## config.mk

```make
export PLATFORM = sky130hd
export DESIGN_NAME = muldiv_unit
export DESIGN_NICKNAME = d
export VERILOG_FILES = /design/src/rtl/muldiv_unit.sv
export SDC_FILE = /design/constraint.sdc
export NUM_CORES = 1
export LEC_CHECK = 0
export CAP_MARGIN = 20
export CORE_ASPECT_RATIO = 2
export CORE_MARGIN = 5
export CORE_UTILIZATION = 60
export DETAILED_ROUTE_END_ITERATION = 7
export PLACE_DENSITY = 0.82
export REMOVE_ABC_BUFFERS = 1
export SYNTH_ARGS = -nofsm -noshare
export SYNTH_HDL_FRONTEND = slang
export SYNTH_SLANG_ARGS = --single-unit
```

## constraint.sdc

```tcl
create_clock -name clk -period 9.29 [get_ports clk]
set_clock_uncertainty 0.05 [all_clocks]
set_input_delay 2.3225 -clock clk [delete_from_list [all_inputs] [get_ports clk]]
set_output_delay 2.3225 -clock clk [all_outputs]
set_load 0.02 [all_outputs]
```

## src/rtl/muldiv_unit.sv

```systemverilog
// Iterative multiply/divide engine with architectural HI/LO registers.
// Shift-add multiply and restoring divide, fixed WIDTH+1 cycle latency.
//
// state  | meaning
// IDLE   | waiting for start; MTHI/MTLO writes accepted
// RUN    | WIDTH iterations, one multiplier/quotient bit per cycle
// FINISH | sign correction, HI/LO write, done pulse

module muldiv_unit #(
  parameter int WIDTH = 32,
  parameter int CNT_W = $clog2(WIDTH) + 1
) (
  input  logic             clk,
  input  logic             reset,
  input  logic             start,
  input  logic [1:0]       op,
  input  logic [WIDTH-1:0] srcA,
  input  logic [WIDTH-1:0] srcB,
  input  logic             hi_we,
  input  logic             lo_we,
  input  logic             flush,
  output logic             busy,
  output logic             done,
  output logic             div_by_zero,
  output logic [WIDTH-1:0] HI_reg,
  output logic [WIDTH-1:0] LO_reg
);

  typedef enum logic [1:0] {IDLE = 2'd0, RUN = 2'd1, FINISH = 2'd2} state_t;
  state_t state, state_nxt;

  logic [CNT_W-1:0]   cnt;
  logic [2*WIDTH-1:0] acc;
  logic [WIDTH-1:0]   opnd, a_orig, hi_q, lo_q;
  logic               is_div, neg_res, neg_rem, dz_op, dz_flag, done_q;

  logic               sgn_op, sa, sb, last_iter;
  logic [WIDTH-1:0]   mag_a, mag_b, quo, rem;
  logic [WIDTH:0]     mul_sum, div_shift;
  logic [WIDTH+1:0]   div_diff;
  logic [2*WIDTH-1:0] mul_nxt, div_nxt, prod;
  logic               unused_diff_bit;

  assign sgn_op = ~op[0];
  assign sa     = sgn_op & srcA[WIDTH-1];
  assign sb     = sgn_op & srcB[WIDTH-1];
  assign mag_a  = sa ? -srcA : srcA;
  assign mag_b  = sb ? -srcB : srcB;

  // acc holds {partial product, multiplier} or {remainder, dividend/quotient}
  assign mul_sum   = {1'b0, acc[2*WIDTH-1:WIDTH]} + {1'b0, {WIDTH{acc[0]}} & opnd};
  assign mul_nxt   = {mul_sum, acc[WIDTH-1:1]};
  assign div_shift = {acc[2*WIDTH-1:WIDTH], acc[WIDTH-1]};
  assign div_diff  = {1'b0, div_shift} - {2'b00, opnd};
  assign div_nxt   = div_diff[WIDTH+1] ? {div_shift[WIDTH-1:0], acc[WIDTH-2:0], 1'b0}
                                       : {div_diff[WIDTH-1:0], acc[WIDTH-2:0], 1'b1};
  // remainder is always below the divisor, so bit WIDTH of a kept difference is zero
  assign unused_diff_bit = div_diff[WIDTH];

  assign prod      = neg_res ? -acc : acc;
  assign quo       = neg_res ? -acc[WIDTH-1:0] : acc[WIDTH-1:0];
  assign rem       = neg_rem ? -acc[2*WIDTH-1:WIDTH] : acc[2*WIDTH-1:WIDTH];
  assign last_iter = (cnt == CNT_W'(WIDTH - 1));

  always_ff @(posedge clk or posedge reset) begin
    if (reset) state <= IDLE;
    else       state <= state_nxt;
  end

  always_comb begin
    state_nxt = state;
    case (state)
      IDLE:    if (start) state_nxt = RUN;
      RUN:     if (flush) state_nxt = IDLE;
               else if (last_iter) state_nxt = FINISH;
      FINISH:  state_nxt = IDLE;
      default: state_nxt = IDLE;
    endcase
  end

  always_comb begin
    busy = 1'b0;
    if (state != IDLE) busy = 1'b1;
  end

  assign done        = done_q;
  assign div_by_zero = dz_flag;
  assign HI_reg      = hi_q;
  assign LO_reg      = lo_q;

  always_ff @(posedge clk or posedge reset) begin
    if (reset) begin
      cnt     <= '0;
      acc     <= '0;
      opnd    <= '0;
      a_orig  <= '0;
      hi_q    <= '0;
      lo_q    <= '0;
      is_div  <= 1'b0;
      neg_res <= 1'b0;
      neg_rem <= 1'b0;
      dz_op   <= 1'b0;
      dz_flag <= 1'b0;
      done_q  <= 1'b0;
    end else begin
      done_q <= 1'b0;
      case (state)
        IDLE: begin
          if (hi_we) hi_q <= srcA;
          if (lo_we) lo_q <= srcA;
          if (start) begin
            is_div  <= op[1];
            neg_res <= sa ^ sb;
            neg_rem <= sa;
            dz_op   <= op[1] & (srcB == '0);
            dz_flag <= 1'b0;
            a_orig  <= srcA;
            cnt     <= '0;
            opnd    <= op[1] ? mag_b : mag_a;
            acc     <= {{WIDTH{1'b0}}, (op[1] ? mag_a : mag_b)};
          end
        end
        RUN: begin
          if (!flush) begin
            acc <= is_div ? div_nxt : mul_nxt;
            cnt <= cnt + CNT_W'(1);
          end
        end
        FINISH: begin
          if (!flush) begin
            if (dz_op) begin
              hi_q    <= a_orig;
              lo_q    <= '1;
              dz_flag <= 1'b1;
            end else if (is_div) begin
              hi_q <= rem;
              lo_q <= quo;
            end else begin
              hi_q <= prod[2*WIDTH-1:WIDTH];
              lo_q <= prod[WIDTH-1:0];
            end
            done_q <= 1'b1;
          end
        end
        default: ;
      endcase
    end
  end

endmodule

```

==> impl_results.md <==
- Status: finished, final reports clean
- Layout Nets: 2,298
- Distinct cells, synth: 86
- Setup_tns: 0 ns
- Clock Latency Late Sink: ~0.53 ns
- Met2 Routed Length: 30.0 mm
- Total wire length: about 59 mm
- Crit-path cells: clkdlybuf4s50_1, or4_1, nor3_1, nand4_1, o31ai_1, xor2_1, mux2i_1, a221o_1
- Fraction of layout cells with a size suffix above 1: 5.44%
- WHS: ~0.43 ns
- Total die area: roughly 31,000 um2
- Net Sw Frac: approximately 46%
- Vias/cell: between 6 and 7
- Post-CTS Setup Bufs: 0
- Clk slew on worst S/H paths: around 0.07 ns
- VDD IR max: 0.259 mV
- Crit path DAT: between 5 and 6 ns
- Worst Max-Slew Pin Slew: around 1.0 ns
- Total number of vias: roughly 17,000
- Critical path startpoint category: primary input
- Fillers: ~2,300
- Slew Viols, Final: 0
- Synth area leaders: dfrtp_1 31%, nand2_1 6.2%, o21ai_0 6.2%, xnor2_1 5.4%, ha_1 5.2%
- Row cnt: 85
- Final Core Density: between 60% and 70%
- Cells after Synth: ~2,100
- WL per Instance: 23.5 um
- Worst Hold Depth: 2
- Design area: 18,800 um2
- Fin crit period: between 4 and 5 ns
- Die X-Extent: 127 um
- Post-Syn Area per Cell: about 7.9 um2
- Final Hold Vio Count: 0
- Port Buffers: 138
- Root buffer cell: clkbuf_16
- Power Total: 5.27 mW
- Diode count: 0
- Hold path start: LO_reg[21]
- Worst path max stage delay: 0.60 ns
- Hold Buf Count CTS: 0
- GRT Total Usage: between 30% and 40%
- Area Growth Syn to Fin: 14.3%
- CP max stage cell: or4_1
- Max_slew headroom: 29.7%
- Clock sinks: just over 200
- Placer Congestion: just under 1
- Place WS: just under 4 ns
- Detailed router's first-iteration violation count: approximately 1,700
- Period Utilization, post-route: 53.1%
- Pin count of the biggest net entering global routing: between 90 and 100
- Initial Util: about three fifths
- Setup-failing EPs final: 0
- H-tree Lvls: 1
- Yosys Warn Count: 0
- PostCTS Resize Cnt: 0
- Share of the synthesized area in the top cell type: between 30% and 40%
- Clk buf depth: 3
- RR Startpoint: acc[0]
- Die Y: ~240 um
- Crit Path Class: primary input to flip-flop
- First-pass GRT wire length: roughly 90 mm
- Post-DP HPWL: ~44 mm
- Setup ws final: 4.36 ns
- DR top layer: met4
- Largest register by flop count: acc
- Flop pwr share: about 28%
- Crit-path max FO: 7
- HP Class: flip-flop to flip-flop
- Sw power: 2.43 mW
- Leak: between 8 and 9 nW
- Gr ovfl total: 0
- Cell-internal power: about 2.8 mW
- Cell taking the most area after synthesis: dfrtp_1
- Post-Layout Cell Count: 2,516
- Pwr Density: ~280 nW/um2
- Residual DRC: 0
- CTS tree: yes
- # IOs: 139
- Max Cap Viol: 0
- Seq/Total Area, Yosys: about 31%
- Fmax: just over 200 MHz
- Initial antenna violation count: 0
- R2r worst-path depth: 11
- Routed wl met3: 3.98 mm
- Comb pwr share: between 50% and 60%
- Synthesized area: ~16,000 um2
- RSZ-0062 raised after global routing: no
- Cts bufs inserted: 21
- Core area: around 27,000 um2
- Crit path from: srcA[9]
- DRT Pass-1 Iters: 6
- Placed insts: 2,479
- Yosys reg bits: around 210
- Metal-1 WL: around 21 mm
- Crit path required time: ~9.7 ns
- Post-synth EDFFs: 0
- Placed Area: about 18,000 um2
- Max reg flops: between 60 and 70
- Critical Path End Type: flip-flop
- Async set-reset flop share out of synthesis: 100%
- Clock Power Share: around 18%
- DRT antenna net count: 0
- Vias in the first global route: around 16,000
- Ys flop type: dfrtp_1
## worst max-delay path, delay by kind of cell
family | cells | cell delay, ns
compound gates | 2 | 0.62
xor+xnor | 1 | 0.24
buf+inv | 1 | 0.56
mux | 1 | 0.12
simple gates | 3 | 1.43
## metal layers
layer / GRT usage, % / vias to the layer above
li1: - / 7654
met1: 40.8 / 8016
met2: 65.5 / 865
met3: 4.02 / 268
met4: 25.7 / 0
met5: 0 / -
## kinds of logic (layout without fill, tap and decap cells)
family | Yosys count | after routing | synth area share, %
AND/OR/NAND/NOR | 708 | 708 | 20.2
adder cells (fa/ha/maj) | 71 | 71 | 5.49
AO/OA/AOI/OAI | 669 | 669 | 25.2
flip-flops | 206 | 206 | 31.3
multiplexers | 70 | 70 | 4.30
buffers and inverters | 201 | 279 | 4.74
XOR/XNOR | 165 | 165 | 8.82
## Yosys cell counts, types with 42 or more instances
cell type / number
a21oi_1: 170
clkbuf_1: 105
dfrtp_1: 206
ha_1: 69
inv_1: 71
mux2i_1: 64
nand2_1: 272
nand3_1: 42
nor2_1: 185
nor3_1: 51
o21ai_0: 203
xnor2_1: 102
xor2_1: 62
## final cells by class
type                            count  area [um2]  share of cell area (%)
Timing Repair Buffer              172        1650                    8.78
Inverter                           71         274                    1.46
Multi-Input combinational cell   1683       10600                    56.1
Clock inverter                      9         138                   0.732
Tap cell                          348         435                    2.32
Clock buffer                       27         598                    3.18
Sequential cell                   206        5160                    27.4
## placed cells by master (no fill, tap or decap), drive strengths merged, types with 17 or more instances in the layout
master / Yosys / final
a21o: 24 / 24
o22ai: 40 / 40
o211ai: 25 / 25
nand2: 272 / 272
a211oi: 19 / 19
or3: 24 / 24
nor2: 185 / 185
xnor2: 103 / 103
clkdlybuf4s50: 0 / 137
xor2: 62 / 62
nor3: 52 / 52
nand2b: 17 / 17
dfrtp: 206 / 206
o21ai: 210 / 210
nor4: 18 / 18
a22oi: 19 / 19
and3: 17 / 17
nand3: 42 / 42
a21oi: 172 / 172
inv: 71 / 74
mux2i: 64 / 64
a31oi: 25 / 25
buf: 24 / 35
ha: 69 / 69
o31ai: 27 / 27
clkbuf: 106 / 27
## final timing paths
| kind | endpoint | slack [ns] |
|---|---|---|
| worst max-delay path | acc[29] | 4.36 |
| worst min-delay path | LO_reg[21] | 0.43 |
| worst max register to register | acc[60] | 5.32 |
| worst min register to register | LO_reg[21] | 0.43 |
| max in group asynchronous | is_div | 5.58 |
| min in group asynchronous | LO_reg[28] | 2.18 |
## power by group through the flow
stage                     registers (mW)  logic (mW)  clock network, mW
after CTS                           1.45        2.81              0.940
after global placement              1.45        2.73                  0
after detailed placement            1.46        2.79                  0
after floorplan                     1.43        1.93                  0
after global routing                1.49        3.14              0.967
final                               1.46        2.87              0.938
(Power assumes the default switching activity.)
